$ cat src/rtl/otter_bus_arbiter.sv
// Two-master round-robin arbiter sharing the OTTER SRAM port, with a watchdog on slave completion.
// Latency: grant (s_req) one cycle after a request is seen in IDLE; master ack is combinational with s_ack; one dead cycle follows.
// Backpressure: masters hold req until their ack; the slave stalls by withholding s_ack, cut off after TIMEOUT cycles.
module otter_bus_arbiter #(
  parameter int ADDR_W  = 32,
  parameter int DATA_W  = 32,
  parameter int TIMEOUT = 255
) (
  input  logic                  clk,
  input  logic                  rst,
  input  logic                  m0_req,
  input  logic [ADDR_W-1:0]     m0_addr,
  input  logic                  m0_we,
  input  logic [DATA_W/8-1:0]   m0_be,
  input  logic [DATA_W-1:0]     m0_wdata,
  output logic                  m0_ack,
  output logic                  m0_err,
  input  logic                  m1_req,
  input  logic [ADDR_W-1:0]     m1_addr,
  input  logic                  m1_we,
  input  logic [DATA_W/8-1:0]   m1_be,
  input  logic [DATA_W-1:0]     m1_wdata,
  output logic                  m1_ack,
  output logic                  m1_err,
  output logic [DATA_W-1:0]     m_rdata,
  output logic                  s_req,
  output logic [ADDR_W-1:0]     s_addr,
  output logic                  s_we,
  output logic [DATA_W/8-1:0]   s_be,
  output logic [DATA_W-1:0]     s_wdata,
  input  logic                  s_ack,
  input  logic [DATA_W-1:0]     s_rdata
);

  localparam int BE_W = DATA_W / 8;
  localparam logic [7:0] TO_LIM = 8'(TIMEOUT);

  typedef struct packed {
    logic [ADDR_W-1:0] addr;
    logic              we;
    logic [BE_W-1:0]   be;
    logic [DATA_W-1:0] wdata;
  } bus_req_t;

  typedef enum logic [1:0] {
    IDLE = 2'd0,
    BUSY = 2'd1,
    DONE = 2'd2
  } state_t;

  state_t     state, state_nxt;
  logic       owner, owner_nxt;
  logic       last_grant, last_grant_nxt;
  logic [7:0] cnt;
  logic       done;
  logic       err;
  bus_req_t   req0, req1, req_own;

  // Request fields of the current owner go straight to the slave.
  assign req0    = {m0_addr, m0_we, m0_be, m0_wdata};
  assign req1    = {m1_addr, m1_we, m1_be, m1_wdata};
  assign req_own = owner ? req1 : req0;
  assign s_addr  = req_own.addr;
  assign s_we    = req_own.we;
  assign s_be    = req_own.be;
  assign s_wdata = req_own.wdata;

  // Completion pulses and error flags are steered only to the owner.
  assign m0_ack = done & ~owner;
  assign m1_ack = done &  owner;
  assign m0_err = err  & ~owner;
  assign m1_err = err  &  owner;

  // State, owner and fairness registers; last_grant resets to 1 so master 0 wins first contention.
  always_ff @(posedge clk or negedge rst) begin
    if (!rst) begin
      state      <= IDLE;
      owner      <= 1'b0;
      last_grant <= 1'b1;
    end else begin
      state      <= state_nxt;
      owner      <= owner_nxt;
      last_grant <= last_grant_nxt;
    end
  end

  // Watchdog: zero outside BUSY, counts BUSY cycles without s_ack, saturates instead of wrapping.
  always_ff @(posedge clk or negedge rst) begin
    if (!rst) begin
      cnt <= 8'd0;
    end else if (state != BUSY) begin
      cnt <= 8'd0;
    end else if (!s_ack && cnt != 8'hFF) begin
      cnt <= cnt + 8'd1;
    end
  end

  // Arbitration, slave handshake and completion; s_ack wins over a timeout in the same cycle.
  always_comb begin
    state_nxt      = state;
    owner_nxt      = owner;
    last_grant_nxt = last_grant;
    s_req          = 1'b0;
    done           = 1'b0;
    err            = 1'b0;
    m_rdata        = '0;
    unique case (state)
      IDLE: begin
        if (m0_req || m1_req) begin
          owner_nxt = (m0_req && m1_req) ? ~last_grant : m1_req;
          state_nxt = BUSY;
        end
      end
      BUSY: begin
        s_req = 1'b1;
        if (s_ack) begin
          done    = 1'b1;
          m_rdata = s_rdata;
        end else if (cnt >= TO_LIM) begin
          done = 1'b1;
          err  = 1'b1;
        end
        if (done) begin
          last_grant_nxt = owner;
          state_nxt      = DONE;
        end
      end
      DONE: begin
        state_nxt = IDLE;
      end
      default: begin
        state_nxt = IDLE;
      end
    endcase
  end

endmodule

$ cat config.mk
export PLATFORM = sky130hd
export DESIGN_NAME = otter_bus_arbiter
export DESIGN_NICKNAME = d
export VERILOG_FILES = /design/src/rtl/otter_bus_arbiter.sv
export SDC_FILE = /design/constraint.sdc
export NUM_CORES = 1
export LEC_CHECK = 0
export CORE_AREA = 2 2 108 110
export CTS_CLUSTER_DIAMETER = 40
export CTS_CLUSTER_SIZE = 10
export DETAILED_ROUTE_END_ITERATION = 10
export DIE_AREA = 0 0 110 112
export PLACE_DENSITY = 0.57
export SLEW_MARGIN = 20
export SYNTH_ARGS = -nofsm -noshare
export SYNTH_HDL_FRONTEND = slang
export SYNTH_SLANG_ARGS = --single-unit
$ cat constraint.sdc
create_clock -name clk -period 2 [get_ports clk]
set_input_delay 0.4 -clock clk [delete_from_list [all_inputs] [get_ports clk]]
set_output_delay 0.4 -clock clk [all_outputs]
set_load 0.02 [all_outputs]
==> results of run 1 <==
## worst min path at each step
stage | start | end | slack, ps | depth (start not counted)
2_1_floorplan | rst | cnt[0] | 100 | 0
3_3_place_gp | state[1] | state[0] | 500 | 2
3_5_place_dp | state[1] | state[0] | 520 | 2
4_1_cts | state[1] | state[0] | 520 | 2
5_1_grt | state[1] | state[0] | 540 | 2
6_report | state[1] | state[0] | 520 | 2
## state kept, by name, summed over array words and instances, names as in the netlist
| signal | count |
|---|---|
| state | 2 |
| last_grant | 1 |
| owner | 1 |
| cnt | 8 |
## report_power, final
group	switching, mW	total (mW)	leakage, nW	internal, mW
Combinational	1.79	3.58	1.90	1.79
Clock	0.102	0.403	0.0442	0.302
Sequential	0.0322	0.337	0.157	0.305
Total	1.92	4.32	2.10	2.40
## kinds of logic (layout without fill, tap and decap cells)
group,count (synthesis),count (layout),share of synthesized area
compound gates,15,15,0.05935
buf+inv,20,318,0.05638
fa+ha+maj,1,1,0.007417
xor+xnor,2,2,0.01039
simple gates,62,62,0.2181
flops,12,12,0.1788
mux,70,70,0.4696
## layer usage
layer | up-vias | GRT usage | wire length (um)
met1 | 1146 | 0.1809 | 4004
met2 | 169 | 0.2912 | 5067
met4 | 0 | 0.02532 | 151
met3 | 8 | 0.04157 | 1233
met5 | - | 0 | 0
li1 | 1273 | - | -
## placed cells by master, fill, tap and decap left out, types with 2 or more instances in the layout
| cell | n |
|---|---|
| inv_1 | 3 |
| a31oi_1 | 2 |
| mux2_2 | 68 |
| buf_2 | 30 |
| a21oi_1 | 4 |
| nand2_1 | 6 |
| dlygate4sd2_1 | 9 |
| nor3_1 | 2 |
| dfrtp_1 | 10 |
| clkdlybuf4s15_1 | 2 |
| and3_1 | 32 |
| mux2_4 | 2 |
| nand3_1 | 3 |
| clkdlybuf4s15_2 | 8 |
| nand4_1 | 3 |
| clkbuf_2 | 54 |
| clkdlybuf4s50_1 | 173 |
| nor2_1 | 7 |
| buf_4 | 27 |
| o21ai_0 | 5 |
| clkbuf_16 | 3 |
| buf_12 | 7 |
## cell type report
class	instances	area, um2
clock buffer	4	88.84
fill	1146	6598
inverter	3	11.26
multi-input combinational	150	1300
sequential	12	302.8
tap	143	178.9
timing repair buffer	311	2695
## worst max-delay path: stages (launching register included)
cell and delay, ps:
dfrtp_2 410, buf_12 160, buf_12 130, buf_12 130, mux2_4 320, buf_4 170
## what timing repair did
item	4_1_cts	5_1_grt
gates resized for setup	228	106
buffers inserted	2	0
setup endpoints to repair	103	71
==> run summary, run 1 <==
number of clock sinks = 12
Routed WL per cell = 16.78 um
Site Rows = 39
gpl congestion = 0.7912
final hold vios = 0
EDFF count, synth = 0
I/O pin total = 281
total congestion overflow = 0
worst vdd ir = 577.0 uV
Max transition margin = 0.6260
placed inst area = 4858 um2
clk_skew = 0.9228 ps
syn_nets = 358
H-tree lvl count = 1
die area = 12,320 um2
Seq cells post-synth = 12
chip height = 112 um
final core utilization = 0.4096
DIE WIDTH = 110 um
share of layout cells above drive strength 1 = 0.4354
Crit Path Class = flip-flop to output pin
Inserted Clock Buffers = 3
RSZ-0062 raised after global routing = true
Vias per Instance = 4.167
Routed Wire Length = 10.46 mm
WP data required = 1600 ps
Power Total = 4.321 mW
Syn. warnings = 0
Setup crit start kind = flip-flop
reg2reg setup slack = 500 ps
Final Setup Violations = 0
Final HPWL DP = 9.067 mm
Setup TNS Final = 0 ps
Syn-to-layout area delta = 171.4%
synthesized area per cell = 9.267 um2
via count = 2,596
CP max FO = 13
CTS tree = built
I/O Buffers = 280
Initial Utilization = 0.1509
synth cell count leaders = 69 x mux2_2, 32 x and3_1, 11 x dfrtp_1
first-pass GRT wire length = 14.86 mm
LEAKAGE = 2.104 nW
gr usage total = 0.1576
pin count of the biggest net entering global routing = 34
Skew-Pair Late Insertion Delay = 240 ps
worst reg2reg path depth = 6
Max Fclk = 508.6 MHz
drt drc = 0
final period utilization = 0.9832
maxcap violations = 0
hold slack = 519.7 ps
CP Capture Type = output pin
reg2reg end = last_grant
placeable core area = 11,170 um2
Netlist Area Pre-Place = 1687 um2
clock transition at the registers of the reported paths = 40 ps
min Tclk post-route = 1966 ps
Netlist cell types = 32
Slew Viols, Final = 0
Final ANT Viol Nets = 0
antenna cells = 0
clk root buf = clkbuf_16
Arrival @ worst endpoint = 1570 ps
Layout Cells excl Fill = 623
Post-Place Cells = 617
vias in the first global route = 2,772
run status = complete, no violations
post-synth top area cell = mux2_2
largest cells by area after synthesis = mux2_2 46%, dfrtp_1 16%, and3_1 12%
fin nets = 657
Slew @ Worst Pin = 559.2 ps
register area share after synthesis = 0.1788
DRT iter0 DRCs = 60
Final Instance Area = 4577 um2
Final WS setup = 33.68 ps
CP Launch Point = owner
drt pass-1 iters = 4
Async SR Flop Fraction = 1.000
Clock Path Buffers = 2
worst hold-check path type = flip-flop to flip-flop
Main synth FF type = dfrtp_1
Synth top area share = 0.4607
CTS Hold Buffers Added = 0
Mapped Cells = 182
most numerous cell in the Yosys netlist = mux2_2
initial antenna violation count = 0
pwr dens = 944.0 nW/um2
worst flop-to-flop path startpoint = cnt[0]
critical path endpoint = s_be[0]
setup slack after placement = -398.2 ps
Power figures use the tool's default switching activity.
==> inputs of run 2 (changes only) <==
CAP_MARGIN = 10   (was not set)
==> results of run 2 <==
Same layout as run 1: the final DEF is identical, and so are final timing and power.
